<file path="config.mk">
export PLATFORM = sky130hd
export DESIGN_NAME = unary_stream_gen
export DESIGN_NICKNAME = d
export VERILOG_FILES = /design/src/rtl/unary_stream_gen_pkg.sv /design/src/rtl/unary_thermo_cmp.sv /design/src/rtl/unary_stream_gen.sv
export SDC_FILE = /design/constraint.sdc
export NUM_CORES = 1
export LEC_CHECK = 0
export ABC_AREA = 0
export ABC_CLOCK_PERIOD_IN_PS = 6150
export BUFFER_PORTS_ARGS = -buffer_cell sky130_fd_sc_hd__buf_2
export CORE_ASPECT_RATIO = 0.5
export CORE_MARGIN = 2
export CORE_UTILIZATION = 35
export CTS_CLUSTER_DIAMETER = 40
export DETAILED_ROUTE_END_ITERATION = 10
export PLACE_DENSITY = 0.5
export REMOVE_ABC_BUFFERS = 1
export SLEW_MARGIN = 25
export SYNTH_ARGS = -nofsm -noshare
export SYNTH_HDL_FRONTEND = slang
export SYNTH_HIERARCHICAL = 1
export SYNTH_SLANG_ARGS = --single-unit
</file>
<file path="constraint.sdc">
create_clock -name clk -period 6.15 [get_ports clk]
set_clock_uncertainty 0.2 [all_clocks]
set_input_delay 0.3075 -clock clk [delete_from_list [all_inputs] [get_ports clk]]
set_output_delay 0.3075 -clock clk [all_outputs]
set_load 0.01 [all_outputs]
</file>
<file path="src/rtl/unary_stream_gen_pkg.sv">
// Shared types and constants for the unary stream generator and the serial unary adder.
package unary_stream_gen_pkg;

    localparam int WIDTH = 4;
    localparam int LEN   = 16;
    localparam int DRAIN = 20;

    localparam logic RW_READ  = 1'b0;
    localparam logic RW_WRITE = 1'b1;

    typedef enum logic [1:0] {
        ST_IDLE,
        ST_STREAM,
        ST_DRAIN
    } state_t;

endpackage

</file>
<file path="src/rtl/unary_thermo_cmp.sv">
// Thermometer-code bit: high while the stream index is below the operand value.
module unary_thermo_cmp #(
    parameter int WIDTH = 4
) (
    input  logic [WIDTH-1:0] cnt,
    input  logic [WIDTH-1:0] val,
    output logic             thermo
);

    assign thermo = (cnt < val);

endmodule

</file>
<file path="src/rtl/unary_stream_gen.sv">
// Serialises two binary operands as unary streams, then holds read_or_write for the adder readout.
module unary_stream_gen #(
    parameter int WIDTH = unary_stream_gen_pkg::WIDTH,
    parameter int LEN   = unary_stream_gen_pkg::LEN,
    parameter int DRAIN = unary_stream_gen_pkg::DRAIN
) (
    input  logic             clk,
    input  logic             rst_n,
    input  logic             start,
    input  logic [WIDTH-1:0] a_bin,
    input  logic [WIDTH-1:0] b_bin,
    input  logic             abort,
    output logic             ready,
    output logic             A,
    output logic             B,
    output logic             en,
    output logic             read_or_write,
    output logic             done
);

    import unary_stream_gen_pkg::*;

    localparam int DW = (DRAIN > 1) ? $clog2(DRAIN) : 1;
    localparam logic [WIDTH-1:0] CNT_LAST  = WIDTH'(LEN - 1);
    localparam logic [DW-1:0]    DCNT_LAST = DW'(DRAIN - 1);

    state_t           state_q, state_d;
    logic [WIDTH-1:0] cnt_q, cnt_d;
    logic [DW-1:0]    dcnt_q, dcnt_d;
    logic [WIDTH-1:0] a_q, a_d, b_q, b_d;
    logic             ready_q, ready_d;
    logic             a_bit_q, a_bit_d, b_bit_q, b_bit_d;
    logic             en_q, en_d;
    logic             rw_q, rw_d;
    logic             done_q, done_d;

    logic [WIDTH-1:0] cmp_cnt, cmp_a_val, cmp_b_val;
    logic             a_thermo, b_thermo;

    unary_thermo_cmp #(.WIDTH(WIDTH)) u_cmp_a (
        .cnt    (cmp_cnt),
        .val    (cmp_a_val),
        .thermo (a_thermo)
    );

    unary_thermo_cmp #(.WIDTH(WIDTH)) u_cmp_b (
        .cnt    (cmp_cnt),
        .val    (cmp_b_val),
        .thermo (b_thermo)
    );

    // Comparators look one index ahead so the registered stream bit lands on the right cycle.
    always_comb begin
        state_d   = state_q;
        cnt_d     = cnt_q;
        dcnt_d    = dcnt_q;
        a_d       = a_q;
        b_d       = b_q;
        ready_d   = ready_q;
        a_bit_d   = a_bit_q;
        b_bit_d   = b_bit_q;
        en_d      = en_q;
        rw_d      = rw_q;
        done_d    = 1'b0;
        cmp_cnt   = cnt_q + 1'b1;
        cmp_a_val = a_q;
        cmp_b_val = b_q;

        unique case (state_q)
            ST_IDLE: begin
                cmp_cnt   = '0;
                cmp_a_val = a_bin;
                cmp_b_val = b_bin;
                if (start) begin
                    state_d = ST_STREAM;
                    a_d     = a_bin;
                    b_d     = b_bin;
                    cnt_d   = '0;
                    ready_d = 1'b0;
                    en_d    = 1'b1;
                    a_bit_d = a_thermo;
                    b_bit_d = b_thermo;
                    rw_d    = RW_READ;
                end
            end
            ST_STREAM: begin
                if (cnt_q == CNT_LAST) begin
                    state_d = ST_DRAIN;
                    en_d    = 1'b0;
                    a_bit_d = 1'b0;
                    b_bit_d = 1'b0;
                    rw_d    = RW_WRITE;
                    dcnt_d  = '0;
                end else begin
                    cnt_d   = cnt_q + 1'b1;
                    a_bit_d = a_thermo;
                    b_bit_d = b_thermo;
                end
            end
            ST_DRAIN: begin
                if (dcnt_q == DCNT_LAST) begin
                    state_d = ST_IDLE;
                    rw_d    = RW_READ;
                    done_d  = 1'b1;
                    ready_d = 1'b1;
                end else begin
                    dcnt_d = dcnt_q + 1'b1;
                end
            end
            default: state_d = ST_IDLE;
        endcase

        if (abort && (state_q != ST_IDLE)) begin
            state_d = ST_IDLE;
            cnt_d   = '0;
            dcnt_d  = '0;
            ready_d = 1'b1;
            a_bit_d = 1'b0;
            b_bit_d = 1'b0;
            en_d    = 1'b0;
            rw_d    = RW_READ;
            done_d  = 1'b0;
        end
    end

    always_ff @(posedge clk or negedge rst_n) begin
        if (!rst_n) begin
            state_q <= ST_IDLE;
            cnt_q   <= '0;
            dcnt_q  <= '0;
            a_q     <= '0;
            b_q     <= '0;
            ready_q <= 1'b1;
            a_bit_q <= 1'b0;
            b_bit_q <= 1'b0;
            en_q    <= 1'b0;
            rw_q    <= RW_READ;
            done_q  <= 1'b0;
        end else begin
            state_q <= state_d;
            cnt_q   <= cnt_d;
            dcnt_q  <= dcnt_d;
            a_q     <= a_d;
            b_q     <= b_d;
            ready_q <= ready_d;
            a_bit_q <= a_bit_d;
            b_bit_q <= b_bit_d;
            en_q    <= en_d;
            rw_q    <= rw_d;
            done_q  <= done_d;
        end
    end

    assign ready         = ready_q;
    assign A             = a_bit_q;
    assign B             = b_bit_q;
    assign en            = en_q;
    assign read_or_write = rw_q;
    assign done          = done_q;

endmodule

</file>
==> run metrics, run 1 <==
largest net degree at the start of global routing=26; Final #Nets=181; Avg Cell Area, Syn=10.3 um^2; Top Family by Delay on Critical Path=simple AND/OR/NAND/NOR gates; starting density of the core=37.1%; leak pwr=0.000773 uW; register area share after synthesis=42.4%; CP required=6110 ps; Area growth, synth to finish=12.7%; DRT Pass-1 Iters=4; Clock Path Buffers=2; setup bufs post-CTS=0; Routability Congestion=0.733; Min Hold Slack=45.5 ps; Peak supply drop=0.0991 mV; share of layout cells above drive strength 1=29.4%; Critical-path top delay cell=nor2_2; Ports=18; WL final=2.98 mm; n_diodes=0; via count=1104; TritonCTS clock tree=done; relative max-transition margin=56.2%; area leader, netlist=dfrtp_1; status=complete, no violations; hold_buf cts=1; post-synth top area share=40.6%; fin crit share=45.2%; CP endpoint kind=flop; worst path cell trace=nor2_2, mux2_2, inv_1, ha_1, a2111oi_2, or3_1, a22o_1; FF+latch count, synth=25; Final Hold Fails=0; Post-Syn Area=1480 um^2; Power Dens Cells=243 nW/um^2; CP max FO=17; Rows=16; Ys Warns=6; routed len/inst=13.9 um; setup_tns=0 ps; Sink Count=25; Antenna Nets Post-Route=0; DIE AREA=4790 um^2; vias in the first global route=1056; Post-synth EDFFs=0; Core Area=3980 um^2; Global Route Usage Sum=14.2%; Arr. time, crit path=2740 ps; CTS Buf Count=3; post-cts sizing count=0; Fillers=406; antenna violations before repair=0; synth unique cells=42; Root Driver=clkbuf_8; worst skew pair latency=270 ps; RSZ-0062 raised after global routing=false; DP Area=1610 um^2; DPL Wire Length=2.16 mm; startpoint types=flop; fin area=1670 um^2; H-tree Lvls=1; Die Wd=95.9 um; non-filler cells, final=214; # setup viols final=0; IO buf count=17; Worst Setup Path Type=reg -> reg; max incr delay on CP=610 ps; crit path time final=2780 ps; Die Y=50.0 um; FMAX=359 MHz; asr flop ratio synth=100%; Worst Max-Slew Pin Slew=656 ps; MaxCap Viol Count=0; Placed Cells=209; final core utilization=41.8%; worst path buffer plus inverter count=1; 1st-iter DRT viols=42; Post-synth top flop=dfrtp_1; Clk pin slew, worst setup/hold paths=90 ps; DRC=0; cells after synthesis=143; synth top area cells=dfrtp_1, mux2_2, ha_1, nor2_1, nand2b_1; grt total ovfl=0; Final Max Slew Viols=0; first-pass GRT wire length=5.14 mm; Vias per Instance=5.16; Hold Crit Class=in -> reg
[metrics by stage]
stage | setup WS (ps) | total power, uW
2_1_floorplan | 3490 | 276
3_3_place_gp | 3210 | 307
3_5_place_dp | 3130 | 307
4_1_cts | 3080 | 411
5_1_grt | 3230 | 437
6_report | 3370 | 404
[cell usage in the layout, fill, tap and decap left out, types with 2 or more instances in the layout]
master,count
mux2_2,16
a22o_1,3
nand3_1,4
nand2b_1,5
a21boi_1,2
nor3_1,6
inv_1,8
o31ai_1,3
or3_1,4
nor2_1,11
clkbuf_8,3
o22ai_1,2
buf_2,17
nand2_1,5
a21o_1,2
a2111oi_2,2
a21oi_1,3
ha_1,8
dfrtp_1,24
or4_1,2
o21ai_0,6
[per-layer routing]
metal / vias to the layer above / share of wire (%) / GRT usage (%) / routed length [um]
met2: 14 / 45 / 21.1 / 1330
met4: 0 / 0.91 / 5.00 / 27
met1: 527 / 51 / 19.4 / 1520
li1: 561 / - / - / -
met3: 2 / 3.2 / 4.28 / 94
met5: - / 0 / 0 / 0
[power by group]
part	leakage (uW)	internal (uW)	switching, uW	total, uW
combinational	0.000429	55.0	50.1	105
sequential	0.000318	186	13.5	200
clock	0.0000255	45.4	54.3	99.7
[synth_stat cells (3+ instances only)]
master and n:
a22o_1 3, ha_1 8, nor3_1 6, dfrtp_1 24, or3_1 4, o31ai_1 3
buf_2 4, nand2b_1 5, nand3_1 4, inv_1 8, nor2_1 12, mux2_2 16
o21ai_0 6, nand2_1 5, a21oi_1 3
[worst register-to-register path: cells and delay by family (launching register included)]
kind                     cells  cell delay, ps
AND/OR/NAND/NOR              2             990
flip-flops                   1             570
multiplexers                 1             410
AO/OA/AOI/OAI                2             270
adder cells (fa/ha/maj)      1             200
buffers and inverters        1              50
[registers in the layout, indices dropped and copies added, names as in the netlist]
signal / count
done: 1
B: 1
state_q: 2
cnt_q: 4
b_q: 4
read_or_write: 1
A: 1
a_q: 4
ready: 1
en: 1
dcnt_q: 5
[kinds of logic after synthesis]
logic type	Yosys count	synth area share [%]
buf+inv	13	3.64
flops	25	42.4
xor+xnor	2	1.18
fa+ha+maj	8	6.77
compound gates	28	14.1
mux	16	12.2
simple gates	51	19.7
[layout make-up]
| cell class | instances | area (um^2) | share of cell area (%) |
|---|---|---|---|
| clock buffers | 3 | 41.3 | 2.48 |
| clock inverters | 1 | 5.00 | 0.300 |
| inverters | 8 | 30.0 | 1.80 |
| multi-input cells | 105 | 801 | 48.0 |
| flip-flops and latches | 25 | 627 | 37.6 |
| well taps | 54 | 67.6 | 4.05 |
| repair buffers | 18 | 95.1 | 5.71 |
[worst paths after layout]
kind / from / end / slack [ps] / depth (start not counted)
max in group asynchronous: rst_n / b_q[2]$_DFFE_PN0P_ / 5030 / 2
worst min-delay path: start / ready$_DFFE_PN1P_ / 50 / 2
worst min register to register: ready$_DFFE_PN1P_ / ready$_DFFE_PN1P_ / 290 / 2
worst max register to register: state_q[1]$_DFFE_PN0P_ / B$_DFFE_PN0P_ / 3370 / 7
min in group asynchronous: rst_n / done$_DFF_PN0_ / 350 / 2
worst max-delay path: state_q[1]$_DFFE_PN0P_ / B$_DFFE_PN0P_ / 3370 / 7
(Power assumes the default switching activity.)
==> inputs of run 2 (changes only) <==
--- a/config.mk
+++ b/config.mk
@@ -6,7 +6,7 @@
 export NUM_CORES = 1
 export LEC_CHECK = 0
 export ABC_AREA = 0
-export ABC_CLOCK_PERIOD_IN_PS = 6150
+export ABC_CLOCK_PERIOD_IN_PS = 2840
 export BUFFER_PORTS_ARGS = -buffer_cell sky130_fd_sc_hd__buf_2
 export CORE_ASPECT_RATIO = 0.5
 export CORE_MARGIN = 2
==> constraint.sdc (replaced) <==
create_clock -name clk -period 2.84 [get_ports clk]
set_clock_uncertainty 0.2 [all_clocks]
set_input_delay 0.142 -clock clk [delete_from_list [all_inputs] [get_ports clk]]
set_output_delay 0.142 -clock clk [all_outputs]
set_load 0.01 [all_outputs]
==> run 2 against run 1 <==
Against the previous run:
- maximum frequency is 14% higher
- first-iteration DRC count unchanged
- clock power up 120%
- core utilization increased by 2.8 points
- largest cell class unchanged
- highest routed layer unchanged
==> run metrics, run 2 (synthesis gave the netlist of run 1 again) <==
1st-iter DRT viols=42; Clk pin slew, worst setup/hold paths=90 ps; first-pass GRT wire length=5.69 mm; Fillers=410; Ports=18; leak pwr=0.000824 uW; setup bufs post-CTS=0; antenna violations before repair=0; share of layout cells above drive strength 1=27.9%; grt total ovfl=0; Rows=16; fin crit share=86.1%; register area=627 um^2; Global Route Usage Sum=15.3%; relative max-transition margin=62.5%; Area growth, synth to finish=20.3%; CP max FO=13; Vias per Instance=5.07; Hold Crit Class=in -> async; worst path cell trace=nor2_1, buf_4, mux2_2, inv_1, ha_1, a2111oi_2, or3_1, a22o_1; worst skew pair latency=270 ps; most common cell after layout, fill and taps aside=dfrtp_1; starting density of the core=37.1%; status=complete, no violations; n_diodes=0; Peak supply drop=0.237 mV; RSZ-0062 raised after global routing=false; Core Area=3980 um^2; DRC=0; # setup viols final=0; Worst Setup Path Type=reg -> reg; Placed Cells=211; area of the multi-input gates=798 um^2; setup_tns=0 ps; post-cts sizing count=0; CTS Buf Count=3; FMAX=409 MHz; Tot Pwr=887 uW; Critical-path top delay cell=dfrtp_1; DRT Pass-1 Iters=4; Final #Nets=193; Die Y=50.0 um; Power Dens Cells=499 nW/um^2; CP required=2800 ps; largest net degree at the start of global routing=26; non-filler cells, final=226; MaxCap Viol Count=0; Arr. time, crit path=2410 ps; DPL Wire Length=2.19 mm; Final Max Slew Viols=0; Routability Congestion=0.713; vias in the first global route=1164; H-tree Lvls=1; most frequent cells in the layout=dfrtp_1, buf_2, mux2_2; Final Hold Fails=0; DIE AREA=4790 um^2; Worst Max-Slew Pin Slew=563 ps; Root Driver=clkbuf_8; TritonCTS clock tree=done; Die Wd=95.9 um; Top reg by flops=dcnt_q; startpoint types=flop; crit path time final=2450 ps; WL final=3.02 mm; IO buf count=17; Sink Count=25; via count=1146; max incr delay on CP=480 ps; hold_buf cts=11; Clock Path Buffers=2; routed len/inst=13.3 um; max reg flops=5; CP endpoint kind=flop; Antenna Nets Post-Route=0
## run 2: worst max-delay path: cells and delay by family (launching register included)
family	cells	cell delay, ps
muxes	1	350
DFF	1	480
buffers and inverters	2	300
and+or+nand+nor	2	570
adders and majority gates	1	190
AOI/OAI and AO/OA	2	260
## run 2: final cells by class
| cell class | instances | share of cell area [%] |
|---|---|---|
| Tap cell | 54 | 3.80 |
| Timing Repair Buffer | 30 | 11.8 |
| Clock inverter | 1 | 0.281 |
| Multi-Input combinational cell | 105 | 44.9 |
| Clock buffer | 3 | 2.32 |
| Inverter | 8 | 1.69 |
| Sequential cell | 25 | 35.2 |
## run 2: routing by layer
metal,track usage [%],wire length [um],up-vias
met2,23.3,1340,18
li1,-,-,580
met4,2.86,24,0
met5,0,0,-
met1,21.9,1540,546
met3,4.13,108,2
## run 2: power by group
part	total (uW)	switching, uW	internal (uW)
clock	218	119	98.3
sequential	432	28.5	403
combinational	238	108	130
total	887	256	632
## run 2: worst paths after layout
check / from / cells past startpoint / endpoint / slack, ps
setup reg to reg: state_q[0]$_DFFE_PN0P_ / 8 / A$_DFFE_PN0P_ / 390
hold / removal: rst_n / 2 / done$_DFF_PN0_ / 180
hold reg to reg: ready$_DFFE_PN1P_ / 2 / ready$_DFFE_PN1P_ / 300
setup / recovery: state_q[0]$_DFFE_PN0P_ / 8 / A$_DFFE_PN0P_ / 390
max in group asynchronous: rst_n / 2 / B$_DFFE_PN0P_ / 1880
min in group clk: ready$_DFFE_PN1P_ / 2 / ready$_DFFE_PN1P_ / 300
## run 2: metrics by stage
stage	area, um^2	hold WS, ps	setup slack, ps	utilization [%]
2_1_floorplan	1460	-354	184	-
3_3_place_gp	1620	-18.3	455	40.7
3_5_place_dp	1620	-19.9	408	40.7
4_1_cts	1780	214	392	44.7
5_1_grt	1780	266	233	44.7
6_report	1780	182	394	44.7
==> inputs of run 3 (changes only) <==
--- a/config.mk
+++ b/config.mk
@@ -14,7 +14,6 @@
 export CTS_CLUSTER_DIAMETER = 40
 export DETAILED_ROUTE_END_ITERATION = 10
 export PLACE_DENSITY = 0.5
-export REMOVE_ABC_BUFFERS = 1
 export SLEW_MARGIN = 25
 export SYNTH_ARGS = -nofsm -noshare
 export SYNTH_HDL_FRONTEND = slang
==> run 3 against run 2 <==
Against the previous run:
- register-to-register slack gained 60 ps
- clock power is essentially flat
- non-clock buffer count is the same
- via count grew 0.61%
- first-iteration DRC count grew 21%
- die area is the same
- cell area is the same
- hold slack gained 20 ps
- sequential share of layout area is the same
- cell count is the same
- wire length grew 2.9%
- critical path type unchanged
- critical endpoint is now B$_DFFE_PN0P_
- highest routed layer unchanged
==> run metrics, run 3 (synthesis gave the netlist of run 1 again) <==
WL final=3.10 mm; Top reg by flops=dcnt_q; antenna violations before repair=0; most common cell after layout, fill and taps aside=dfrtp_1; Root Driver=clkbuf_8; worst slack, placed=463 ps; Mapped Nets=163; n_diodes=0; Area growth, synth to finish=20.3%; DRC=0; status=complete, no violations; Peak supply drop=0.258 mV; grt total ovfl=0; Power Dens Cells=499 nW/um^2; final core utilization=44.7%; Worst Setup Path Type=reg -> reg; setup bufs post-CTS=0; startpoint types=flop; most frequent cells in the layout=dfrtp_1, buf_2, mux2_2; Net Sw Frac=28.9%; via count=1153; reg2reg setup slack=450 ps; Net Switching=256 uW; starting density of the core=37.1%; CP endpoint=B$_DFFE_PN0P_; crit path time final=2390 ps; Final #Nets=193; vias in the first global route=1192; CP endpoint kind=flop; FF-to-FF path depth=8; RSZ-0062 raised after global routing=false; Worst R2R End=B$_DFFE_PN0P_; Core Area=3980 um^2; Tot Pwr=888 uW; hold_buf cts=11; 1st-iter DRT viols=51; Rows=16; Hold Crit Class=in -> async; DPL Wire Length=2.20 mm; routed len/inst=13.7 um; Global Route Usage Sum=15.4%; CP startpoint=state_q[0]$_DFFE_PN0P_; Final Max Slew Viols=0; Die Y=50.0 um; Clock Path Buffers=2; Seq pwr share=48.8%; Arr. time, crit path=2350 ps; leak pwr=0.000824 uW; setup_tns=0 ps; MaxCap Viol Count=0; # setup viols final=0; Pint=631 uW; Clock Power Share=24.2%; Clk pin slew, worst setup/hold paths=90 ps; IO buf count=17; Die Wd=95.9 um; Sink Count=25; max reg flops=5; CP max FO=15; Worst Max-Slew Pin Slew=595 ps; worst skew pair latency=270 ps; first-pass GRT wire length=5.68 mm; worst r2r src=state_q[0]$_DFFE_PN0P_; FMAX=418 MHz; Final Hold Fails=0; Vias per Instance=5.10; post-cts sizing count=0; share of layout cells above drive strength 1=27.9%; CTS Buf Count=3; H-tree Lvls=1; relative max-transition margin=60.3%; worst setup slack after layout=449 ps; CP required=2800 ps; Routability Congestion=0.752; Gate power share=27.0%; DRT Pass-1 Iters=4; fin crit share=84.2%; DIE AREA=4790 um^2; TritonCTS clock tree=done; largest net degree at the start of global routing=26; Antenna Nets Post-Route=0; Ports=18
==> run 3: cell counts in the layout (fill, tap and decap cells not counted) <==
No cell type changed its count.
==> run 3: worst min-delay path by stage <==
stage	end	slack, ps
floorplan	A$_DFFE_PN0P_	-350
global placement	done$_DFF_PN0_	-20
detailed placement	done$_DFF_PN0_	-10
CTS	done$_DFF_PN0_	220
global route	done$_DFF_PN0_	250
finish	done$_DFF_PN0_	200
==> run 3: critical path: stages, from the launching register on <==
cell	delay, ps
dfrtp_1	480
nor2_1	130
buf_4	230
mux2_2	350
inv_1	60
ha_1	200
a2111oi_2	60
or3_1	370
a22o_1	210
==> run 3: stage by stage <==
stage	hold slack [ps]	std cells	instance area [um^2]
after floorplan	-354	143	1480
after global placement	-18.7	211	1620
after detailed placement	-13.9	211	1620
after CTS	222	226	1780
after global routing	252	226	1780
final	202	226	1780
==> run 3: cell type report <==
| class | count | area, um^2 |
|---|---|---|
| tap | 54 | 67.6 |
| fill | 395 | 2200 |
| clock buffer | 3 | 41.3 |
| multi-input combinational | 105 | 798 |
| inverter | 8 | 30.0 |
| timing repair buffer | 30 | 210 |
| clock inverter | 1 | 5.00 |
| sequential | 25 | 627 |
==> run 3: power by group through the flow <==
stage,sequential [uW],combinational (uW),clock (uW)
2_1_floorplan,436,169,0
3_3_place_gp,439,228,0
3_5_place_dp,440,230,0
4_1_cts,433,244,228
5_1_grt,442,273,245
6_report,433,240,215
==> run 3: per-layer routing <==
layer | up-vias | GRT usage, % | part of all wire [%]
met1 | 558 | 21.9 | 53
met2 | 17 | 23.8 | 44
li1 | 576 | - | -
met4 | 0 | 2.86 | 0.55
met3 | 2 | 4.13 | 2.7
met5 | - | 0 | 0
